File: config.mk
export PLATFORM = sky130hd
export DESIGN_NAME = cam_capture
export DESIGN_NICKNAME = d
export VERILOG_FILES = /design/src/rtl/cam_capture_pkg.sv /design/src/rtl/cam_capture_px_fmt_conv.sv /design/src/rtl/cam_capture.sv
export SDC_FILE = /design/constraint.sdc
export NUM_CORES = 1
export LEC_CHECK = 0
export BUFFER_PORTS_ARGS = -buffer_cell sky130_fd_sc_hd__buf_2
export CAP_MARGIN = 20
export CORE_UTILIZATION = 60
export CTS_CLUSTER_DIAMETER = 50
export DETAILED_ROUTE_END_ITERATION = 8
export MAX_ROUTING_LAYER = met4
export PLACE_DENSITY = 0.82
export SLEW_MARGIN = 20
export SYNTH_ARGS = -nofsm -noshare
export SYNTH_HDL_FRONTEND = slang
export SYNTH_HIERARCHICAL = 1
export SYNTH_SLANG_ARGS = --single-unit
File: constraint.sdc
create_clock -name CAM_pclk -period 3.37 [get_ports CAM_pclk]
set_input_delay 0.337 -clock CAM_pclk [delete_from_list [all_inputs] [get_ports CAM_pclk]]
set_output_delay 0.337 -clock CAM_pclk [all_outputs]
set_load 0.02 [all_outputs]
File: src/rtl/cam_capture_pkg.sv
// Shared definitions for the camera capture block: FSM encoding, legal
// output pixel widths and the frame-buffer depth calculation.
package cam_capture_pkg;

    typedef enum logic [1:0] {
        IDLE  = 2'd0,
        BYTE0 = 2'd1,
        BYTE1 = 2'd2,
        HOLD  = 2'd3
    } cap_state_t;

    localparam int unsigned DW_RGB332 = 8;
    localparam int unsigned DW_RGB444 = 12;
    localparam int unsigned DW_RGB565 = 16;

    function automatic bit dw_is_legal(input int unsigned dw);
        return (dw == DW_RGB332) || (dw == DW_RGB444) || (dw == DW_RGB565);
    endfunction

    function automatic bit decim_is_legal(input int unsigned d);
        return (d == 1) || (d == 2) || (d == 4);
    endfunction

    function automatic int unsigned frame_depth(input int unsigned w,
                                                input int unsigned h,
                                                input int unsigned d);
        return (w / d) * (h / d);
    endfunction

endpackage

File: src/rtl/cam_capture_px_fmt_conv.sv
// Combinational RGB565 to RGB565/RGB444/RGB332 converter; keeps the MSBs
// of each colour channel.
module px_fmt_conv
    import cam_capture_pkg::*;
#(
    parameter int unsigned DW = 12
) (
    input  logic [15:0]   px_rgb565,
    output logic [DW-1:0] px_out
);

    generate
        if (DW == DW_RGB565) begin : g_565
            assign px_out = px_rgb565;
        end else if (DW == DW_RGB444) begin : g_444
            logic unused_bits;
            assign unused_bits = ^{px_rgb565[11], px_rgb565[6:5], px_rgb565[0]};
            assign px_out = {px_rgb565[15:12], px_rgb565[10:7], px_rgb565[4:1]};
        end else begin : g_332
            logic unused_bits;
            assign unused_bits = ^{px_rgb565[12:11], px_rgb565[7:5], px_rgb565[2:0]};
            assign px_out = {px_rgb565[15:13], px_rgb565[10:8], px_rgb565[4:3]};
        end
    endgenerate

endmodule

File: src/rtl/cam_capture.sv
// Camera byte-stream capture: pairs bytes into RGB565 pixels, decimates,
// converts and writes them sequentially into a dual-port frame buffer.
module cam_capture
    import cam_capture_pkg::*;
#(
    parameter int unsigned AW    = 15,
    parameter int unsigned DW    = 12,
    parameter int unsigned IMG_W = 160,
    parameter int unsigned IMG_H = 120,
    parameter int unsigned DECIM = 1
) (
    input  logic          CAM_pclk,
    input  logic          rst,
    input  logic          CAM_vsync,
    input  logic          CAM_href,
    input  logic [7:0]    CAM_px_data,
    input  logic          snap_mode,
    input  logic          arm,
    output logic [AW-1:0] DP_RAM_addr_in,
    output logic [DW-1:0] DP_RAM_data_in,
    output logic          DP_RAM_regW,
    output logic          frame_done,
    output logic          frame_err
);

    localparam int unsigned DEPTH = frame_depth(IMG_W, IMG_H, DECIM);
    localparam int unsigned CW    = 16;
    localparam int unsigned ACW   = AW + 1;
    localparam logic [ACW-1:0] DEPTH_A = ACW'(DEPTH);
    localparam logic [CW-1:0]  W_C     = CW'(IMG_W);
    localparam logic [CW-1:0]  DMASK   = CW'(DECIM - 1);

    generate
        if (!dw_is_legal(DW)) begin : g_bad_dw
            $error("cam_capture: DW must be 8, 12 or 16");
        end
        if (!decim_is_legal(DECIM)) begin : g_bad_decim
            $error("cam_capture: DECIM must be 1, 2 or 4");
        end
        if (64'(DEPTH) > (64'd1 << AW)) begin : g_bad_depth
            $error("cam_capture: frame does not fit in 2**AW locations");
        end
    endgenerate

    cap_state_t     state, state_n;
    logic           vs_q, hr_q, arm_q;
    logic [7:0]     byte0_q;
    logic [CW-1:0]  x, y;
    logic [ACW-1:0] addr;
    logic [DW-1:0]  px_conv;

    logic vs_fall, vs_rise, hr_fall, start, close;
    logic px_done, half_drop, line_end, keep, wr, err_set;

    px_fmt_conv #(.DW(DW)) u_conv (
        .px_rgb565 ({byte0_q, CAM_px_data}),
        .px_out    (px_conv)
    );

    always_ff @(posedge CAM_pclk or negedge rst) begin
        if (!rst) state <= IDLE;
        else      state <= state_n;
    end

    always_comb begin
        state_n = state;
        unique case (state)
            IDLE:  if (start) state_n = BYTE0;
            BYTE0: if (vs_rise)       state_n = snap_mode ? HOLD : IDLE;
                   else if (CAM_href) state_n = BYTE1;
            BYTE1: if (vs_rise) state_n = snap_mode ? HOLD : IDLE;
                   else         state_n = BYTE0;
            HOLD:  if (arm || arm_q) state_n = IDLE;
            default: state_n = IDLE;
        endcase
    end

    // Frame close takes priority over any pixel or line event in the same cycle.
    always_comb begin
        vs_fall   = vs_q & ~CAM_vsync;
        vs_rise   = ~vs_q & CAM_vsync;
        hr_fall   = hr_q & ~CAM_href;
        start     = (state == IDLE) && vs_fall && (!snap_mode || arm_q);
        close     = ((state == BYTE0) || (state == BYTE1)) && vs_rise;
        px_done   = (state == BYTE1) && CAM_href && !vs_rise;
        half_drop = (state == BYTE1) && !CAM_href && !vs_rise;
        line_end  = ((state == BYTE0) || (state == BYTE1)) && hr_fall && !vs_rise;
        keep      = ((x & DMASK) == '0) && ((y & DMASK) == '0);
        wr        = px_done && keep && (addr < DEPTH_A);
        err_set   = half_drop
                  || (px_done && keep && (addr >= DEPTH_A))
                  || (line_end && (x != W_C))
                  || (close && (addr != DEPTH_A));
    end

    always_ff @(posedge CAM_pclk or negedge rst) begin
        if (!rst) begin
            vs_q           <= 1'b0;
            hr_q           <= 1'b0;
            arm_q          <= 1'b0;
            byte0_q        <= '0;
            x              <= '0;
            y              <= '0;
            addr           <= '0;
            frame_err      <= 1'b0;
            frame_done     <= 1'b0;
            DP_RAM_regW    <= 1'b0;
            DP_RAM_addr_in <= '0;
            DP_RAM_data_in <= '0;
        end else begin
            vs_q  <= CAM_vsync;
            hr_q  <= CAM_href;
            arm_q <= start ? arm : (arm_q | arm);
            if ((state == BYTE0) && CAM_href && !vs_rise) byte0_q <= CAM_px_data;
            if (start) begin
                x    <= '0;
                y    <= '0;
                addr <= '0;
            end else begin
                if (line_end) begin
                    x <= '0;
                    y <= y + CW'(1);
                end else if (px_done) begin
                    x <= x + CW'(1);
                end
                if (wr) addr <= addr + ACW'(1);
            end
            if (start)        frame_err <= 1'b0;
            else if (err_set) frame_err <= 1'b1;
            frame_done  <= close;
            DP_RAM_regW <= wr;
            if (wr) begin
                DP_RAM_addr_in <= addr[AW-1:0];
                DP_RAM_data_in <= px_conv;
            end
        end
    end

endmodule

After elaboration in Yosys (flattened, before gate mapping):

Cells that the tools add are included.

* flip-flop bits (word level): 75
* output and inout bits: 30

* $add $sub $neg: 2
* magnitude comparators: 2
* equal/unequal tests: 8
* mux-type cells: 15
* bitwise operators: 7
* reduce and logical (&&, ||, !) cells: 29

Operators with widths (number)
* $mux W16: 5
* $add A16 B1 Y16 const B: 2
* $ge A16 B15 Y1 const B: 1
* $lt A16 B15 Y1 const B: 1
* $ne A16 B15 Y1 const B: 1
* $ne A16 B8 Y1 const B: 1
* $logic_and A1 B1 Y1: 15
* $mux W2: 6
* $pmux W2 S4: 1
* $logic_or A1 B1 Y1: 6
* $eq A2 B2 Y1 const B: 2
* $ne A2 B2 Y1 const B: 2
* $reduce_bool A2 Y1: 2
* $and A1 B1 Y1: 3
* $logic_not A1 Y1: 3
* $mux W1: 3
* $ne A3 B3 Y1 const B: 1
* $not A1 Y1: 3
* $reduce_and A3 Y1: 1
* $reduce_bool A3 Y1: 1
* $eq A2 B1 Y1 const B: 1
* $logic_not A2 Y1: 1
* $or A1 B1 Y1: 1

Logic depth before layout (Yosys ltp):

Gate-level depths: netlist of run 1.

* depth after elaboration: 10
* mapped depth: 9
* mapped depth without buffers: 7

Cells and area by module:

Netlist of run 1, hierarchy kept.

By module, submodules not included
* cam_capture: times used 1, cells each 301, area an instance 3404.5 um2
* px_fmt_conv: times used 1, cells each 12, area an instance 90.1 um2

Least setup slack after synthesis of run 1:

Ideal clock, no wire load.

* kind: register to register
* start: reg addr[10]
* end: reg addr[6]
* arrival time: 1.741 ns
* path slack: 1.491 ns
* stages on the path, launching flop included: 9
* period minus slack after synthesis: 1.879 ns
* cell sequence: dfrtp_1 -> buf_6 -> a211o_1 -> a21oi_4 -> nand3_2 -> buf_2 -> buf_4 -> o31ai_1 -> a21oi_1

* cells in the longest elaborated chain, start to end: 3

Ends and longest elaborated chain
* from (decl): RTL line cam_capture.sv:49 `logic [ACW-1:0] addr;`
* from (signal assigned): RTL line cam_capture.sv:126 `if (wr) addr <= addr + ACW'(1);`
* $lt A16 B15 Y1: RTL line cam_capture.sv:89 `wr = px_done && keep && (addr < DEPTH_A);`
* $logic_and A1 B1 Y1: RTL line cam_capture.sv:89
* $reduce_bool A2 Y1 (no line)

Every way passes these cells.
A chain may end at the register's enable or synchronous reset.

Worst setup path in the final report of run 1:

* start: reg state[0]
* end: reg addr[6]

* cells in the longest elaborated chain, start to end: 5
* elaborated cells on any way between the ends: 9
* classes of those cells: 1 x eq/ne; 1 x mux; 7 x reduce/logical

Ends and longest elaborated chain
* from (decl): RTL line cam_capture.sv:45 `cap_state_t state, state_n;`
* from (signal assigned): RTL line cam_capture.sv:62 `else state <= state_n;`
* $eq A2 B2 Y1: RTL line cam_capture.sv:85 `px_done = (state == BYTE1) && CAM_href && !vs_rise;`
* $logic_and A1 B1 Y1 (2 in a row): RTL line cam_capture.sv:85
* $logic_and A1 B1 Y1: RTL line cam_capture.sv:89
* $reduce_bool A2 Y1 (no line)

Parallel ways exist; a longest one is shown, timed or not.

==> results of run 1 <==
[worst paths after layout]
check	start	endpoint	slack, ns	cells past startpoint
max	state[0]	addr[6]	0.91	8
min	rst	DP_RAM_addr_in[13]	0.13	1
max reg2reg	state[0]	addr[6]	0.91	8
min reg2reg	DP_RAM_addr_in[8]	DP_RAM_addr_in[8]	0.48	2
max in group asynchronous	rst	x[13]	2.46	2
min in group CAM_pclk	CAM_vsync	vs_q	0.13	1
[critical path: stages, from the launching register on]
cell	delay, ns
dfrtp_1	0.40
inv_1	0.10
ha_1	0.24
nand2_1	0.11
nor2_1	0.10
buf_4	0.19
nand3_2	0.44
or4_1	0.65
a21oi_1	0.15
[layout by cell type, fill, tap and decap left out, types with 2 or more instances in the layout]
cell	n
buf_4	5
clkbuf_8	11
nor2_1	29
buf_2	43
xor2_1	19
mux2_1	17
o31ai_1	2
o21ai_0	7
clkinv_2	3
and3_1	5
dfrtp_1	74
nand4_1	12
ha_1	8
a21o_1	2
inv_1	10
nand2_1	20
nor3b_1	3
or3_1	2
nor3_1	5
or4_1	3
a21oi_1	10
mux2_2	13
and4_1	2
nand3_1	17
xnor2_1	4
and2_1	4
nor4_1	5
[sequential cells by signal, summed over array words and instances, names as in the netlist]
signal / cells
x: 16
DP_RAM_addr_in: 15
hr_q: 1
vs_q: 1
addr: 16
DP_RAM_regW: 1
state: 2
frame_err: 1
DP_RAM_data_in: 12
frame_done: 1
arm_q: 1
byte0_q: 7
[layer usage]
metal | wire length [um] | GRT usage | up-vias
met2 | 3280 | 0.3903 | 49
met5 | 0 | - | -
met3 | 242 | 0.04353 | 11
met1 | 2854 | 0.3044 | 1160
li1 | - | - | 1150
met4 | 85 | 0.1167 | 0
[stage by stage]
| stage | area (sq um) | total power [W] |
|---|---|---|
| floorplan | 3458 | 0.001672 |
| global placement | 3651 | 0.001799 |
| detailed placement | 3651 | 0.001845 |
| CTS | 3821 | 0.002442 |
| global route | 3821 | 0.002550 |
| finish | 3821 | 0.002425 |
[cell type report]
| class | instances | area, sq um |
|---|---|---|
| flip-flops and latches | 74 | 1852 |
| fillers | 431 | 1719 |
| multi-input cells | 204 | 1419 |
| repair buffers | 48 | 252.7 |
| clock buffers | 12 | 155.1 |
| well taps | 72 | 90.09 |
| inverters | 10 | 37.54 |
| clock inverters | 3 | 15.01 |
[power by group through the flow]
stage                     combinational [W]  clock, W  sequential (W)
after floorplan                    0.000391         0         0.00128
after global placement             0.000637         0         0.00116
after detailed placement           0.000659         0         0.00119
after CTS                          0.000662  0.000610         0.00117
after global routing               0.000720  0.000641         0.00119
final                              0.000654  0.000602         0.00117
==> impl_metrics.py, run 1 <==
metrics = {
    "run_status": {
        "outcome": "completed",
    },
    "die": {
        "die_area_sq_um": 6072,
        "die_x_um": 77.92,
        "die_h_um": 77.92,
        "rows": 27,
        "core_sq_um": 5540,
        "ios": 44,
        "start_util": 0.6242,
    },
    "synthesis": {
        "synth_fp_nets": 333,
        "syn_avg_cell_area_sq_um": 11.12,
        "yosys_warnings": 6,
        "synthCells": 311,
        "synth_area_sq_um": 3458,
    },
    "clocking": {
        "cts_hold_buf": 0,
        "cts_resized": 0,
        "numClockSinks": 74,
        "postCtsSetupRepairBufs": 0,
        "cts_tree": "done",
        "clock_latency_ns": 0.34,
        "clock_path_buffers": 2,
        "path_clk_slew_ns": 0.07,
        "clockRootBuffer": "clkbuf_8",
        "cts_buffers": 9,
        "htree_levels": 3,
    },
    "power": {
        "powerDensity_nw_per_um2": 634.7,
        "intPower_w": 0.001628,
        "power.switching_fraction": 0.3287,
        "peakVddDrop_uv": 403.1,
        "seqPwrFrac": 0.482,
        "switchingPower_w": 0.0007971,
        "clock_power_share": 0.248,
        "power_frac_comb": 0.270,
        "p_leak_nw": 1.895,
    },
    "global_route": {
        "grt.total_usage": 0.2447,
        "grt_pass1_wl_um": 11000,
        "first_global_vias": 2374,
        "grt_overflow": 0,
        "antenna_found_initial": 0,
        "grt_max_degree": 45,
    },
    "route": {
        "first_pass_iters": 4,
        "wl_um": 6464,
        "drc_errors": 0,
        "viasPerCell": 5.603,
        "ant_nets": 0,
        "vias": 2370,
        "routedWlPerCell_um": 15.28,
        "first_iter_violations": 110,
    },
    "timing": {
        "hold_slack_ns": 0.1299,
        "hold_viol_final": 0,
        "finClkSkew_ns": 0.006346,
        "max_freq_mhz": 406.4,
        "tns_ns": 0,
        "rsz0062_at_grt": "no",
        "post-route-min-period_ns": 2.461,
        "fin_ws_ns": 0.9092,
        "worst_slew_pin_slew_ns": 0.9327,
        "worst_slew_margin_rel": 0.3734,
        "slew_violations": 0,
        "timing.final.crit_share": 0.7302,
        "setup_violations": 0,
    },
    "placement": {
        "preCtsSetupSlack_ns": 0.9406,
        "hpwl_um": 4655,
        "dp_cells": 408,
        "place.gp.congestion": 0.8742,
        "io_buffers": 43,
    },
    "worst_setup_path": {
        "critical_path_class": "register to register",
        "cp.arrival_ns": 2.73,
        "critPathLaunchType": "register",
        "required_ns": 3.64,
        "crit_fanout": 21,
        "crit_path_end_kind": "register",
    },
    "final_layout": {
        "final_cells": 423,
        "fin_nets": 369,
        "diodes": 0,
        "area_delta_synth_final_pct": 10.49,
        "fin_util": 0.6897,
        "drive_above_1_share": 0.2222,
    },
    "flow_run": {
        "drv_cap": 0,
    },
    "min_path": {
        "hp-class": "input pin to async pin",
    },
}
Power figures use the tool's default switching activity.
==> run 2: changes to the inputs <==
--- a/config.mk
+++ b/config.mk
@@ -5,13 +5,14 @@
 export SDC_FILE = /design/constraint.sdc
 export NUM_CORES = 1
 export LEC_CHECK = 0
+export ABC_AREA = 1
 export BUFFER_PORTS_ARGS = -buffer_cell sky130_fd_sc_hd__buf_2
 export CAP_MARGIN = 20
-export CORE_UTILIZATION = 60
+export CORE_UTILIZATION = 53
 export CTS_CLUSTER_DIAMETER = 50
 export DETAILED_ROUTE_END_ITERATION = 8
 export MAX_ROUTING_LAYER = met4
-export PLACE_DENSITY = 0.82
+export PLACE_DENSITY = 0.76
 export SLEW_MARGIN = 20
 export SYNTH_ARGS = -nofsm -noshare
 export SYNTH_HDL_FRONTEND = slang
==> constraint.sdc (replaced) <==
create_clock -name CAM_pclk -period 2.2 [get_ports CAM_pclk]
set_input_delay 0.22 -clock CAM_pclk [delete_from_list [all_inputs] [get_ports CAM_pclk]]
set_output_delay 0.22 -clock CAM_pclk [all_outputs]
set_load 0.02 [all_outputs]
==> run 2 against run 1 <==
Fmax rose by 31%; clock skew rose by 0.0015 ns; die area rose by 23%; clock power rose by 86%; synthesized area rose by 9.1%; sequential share of layout area fell by 4.5 points; combinational power rose by 110%; setup slack got worse by 0.59 ns; total power rose by 79%; largest cell class unchanged; largest power group unchanged.
==> impl_metrics.py, run 2 <==
metrics = {
    "clocking": {
        "path_clk_slew_ns": 0.07,
        "clock_path_buffers": 2,
        "cts_buffers": 9,
        "postCtsSetupRepairBufs": 0,
        "clock_latency_ns": 0.35,
        "numClockSinks": 74,
        "cts_tree": "done",
        "htree_levels": 3,
        "clockRootBuffer": "clkbuf_8",
    },
    "final_layout": {
        "fin_nets": 529,
        "fillers": 612,
        "final_cell_mix": "nand2_1 (129), dfrtp_1 (74), nor2_1 (50)",
        "drive_above_1_share": 0.1663,
        "reg_top3": "addr x16, x x16, DP_RAM_addr_in x15",
        "multi_input_area_sq_um": 1584,
        "register_area_sq_um": 1852,
        "area_delta_synth_final_pct": 11.67,
        "diodes": 0,
        "fin_util": 0.6167,
        "layout_commonest_cell": "nand2_1",
    },
    "timing": {
        "worst_slew_margin_rel": 0.6417,
        "setup_violations": 0,
        "timing.final.crit_share": 0.8540,
        "max_freq_mhz": 532.2,
        "worst_slew_pin_slew_ns": 0.5374,
        "hold_viol_final": 0,
        "tns_ns": 0,
        "slew_violations": 0,
        "rsz0062_at_grt": "no",
        "finClkSkew_ns": 0.007892,
        "post-route-min-period_ns": 1.879,
    },
    "power": {
        "powerDensity_nw_per_um2": 1028,
        "p_leak_nw": 2.073,
        "peakVddDrop_uv": 853.4,
    },
    "route": {
        "routedWlPerCell_um": 12.43,
        "viasPerCell": 5.211,
        "first_pass_iters": 5,
        "ant_nets": 0,
        "first_iter_violations": 265,
        "wl_um": 7548,
        "vias": 3163,
        "drc_errors": 0,
    },
    "global_route": {
        "grt_max_degree": 31,
        "grt_overflow": 0,
        "grt.total_usage": 0.2293,
        "antenna_found_initial": 0,
        "grt_pass1_wl_um": 12940,
        "first_global_vias": 2858,
    },
    "worst_setup_path": {
        "cp.arrival_ns": 2.10,
        "cpMaxStageDelayCell": "dfrtp_1",
        "critPathLaunchType": "register",
        "crit_fanout": 21,
        "critical_path_class": "register to register",
        "required_ns": 2.42,
        "critPathMostFrequentCell": "inv_2",
        "cp_cell_sequence": "inv_1, ha_1, nand3_2, inv_2, nand3_4, nand2_4, inv_2, nand2_1, o21ai_1",
        "crit_path_end_kind": "register",
        "crit_path_max_incr_delay_ns": 0.42,
    },
    "die": {
        "die_area_sq_um": 7459,
        "rows": 30,
        "start_util": 0.5522,
        "core_sq_um": 6832,
        "ios": 44,
        "die_x_um": 86.37,
        "die_h_um": 86.37,
    },
    "placement": {
        "hpwl_um": 5642,
        "place.gp.congestion": 0.8796,
        "io_buffers": 43,
    },
    "synthesis": {
        "syn_avg_cell_area_sq_um": 8.061,
        "yosys_warnings": 6,
        "synth_area_sq_um": 3772,
        "synthCells": 468,
        "synth_fp_nets": 490,
    },
    "flow_run": {
        "drv_cap": 0,
    },
    "run_status": {
        "outcome": "completed",
    },
    "min_path": {
        "hp-class": "input pin to register",
    },
}
-- run 2: layout make-up --
cell class | count | share of cell area
repair buffers | 49 | 0.06237
clock inverters | 6 | 0.01960
inverters | 50 | 0.04455
flip-flops and latches | 74 | 0.4396
well taps | 96 | 0.02851
clock buffers | 9 | 0.02940
multi-input cells | 323 | 0.3760
-- run 2: final timing paths --
check / start / to / slack [ns] / depth (start not counted)
max reg2reg: state[0] / addr[8] / 0.32 / 9
max in group asynchronous: rst / x[10] / 1.03 / 3
min reg2reg: byte0_q[4] / DP_RAM_data_in[8] / 0.47 / 2
min: CAM_vsync / vs_q / 0.03 / 1
max: state[0] / addr[8] / 0.32 / 9
min in group asynchronous: rst / addr[6] / 0.39 / 2
-- run 2: stage by stage --
stage	instance area (sq um)	hold slack (ns)	worst slack (ns)	power [W]	cells
global route	4213	0.03208	0.1633	0.004627	607
detailed placement	3996	0.2313	0.3194	0.003239	591
CTS	4213	0.02530	0.3124	0.004356	607
floorplan	3772	-0.07559	0.7042	0.002931	468
finish	4213	0.03172	0.3212	0.004329	607
global placement	3996	0.2315	0.4097	0.003189	591
-- run 2: worst max-delay path: cells and delay by family, from the launching register on --
kind | cells | cell delay (ns)
and+or+nand+nor | 4 | 0.61
buffers and inverters | 3 | 0.45
DFF | 1 | 0.42
adders and majority gates | 1 | 0.21
AOI/OAI and AO/OA | 1 | 0.06
-- run 2: what timing repair did --
action | 4_1_cts | 5_1_grt
endpoints found under the hold margin | 22 | 0
setup endpoints to repair | 0 | 0
gates resized for setup | 0 | 0
hold buffers | 1 | 0
-- run 2: routing by layer --
metal,wire (um),vias to the layer above,global-route usage
met1,3764,1461,0.3195
met2,3220,119,0.3355
met3,419,14,0.03429
met5,0,-,-
li1,-,1569,-
met4,144,0,0.1000
-- run 2: report_power, final --
group	switching [W]	internal [W]
Clock	0.000492	0.000626
Combinational	0.000893	0.000459
Sequential	0.000192	0.00167
Total	0.00158	0.00275
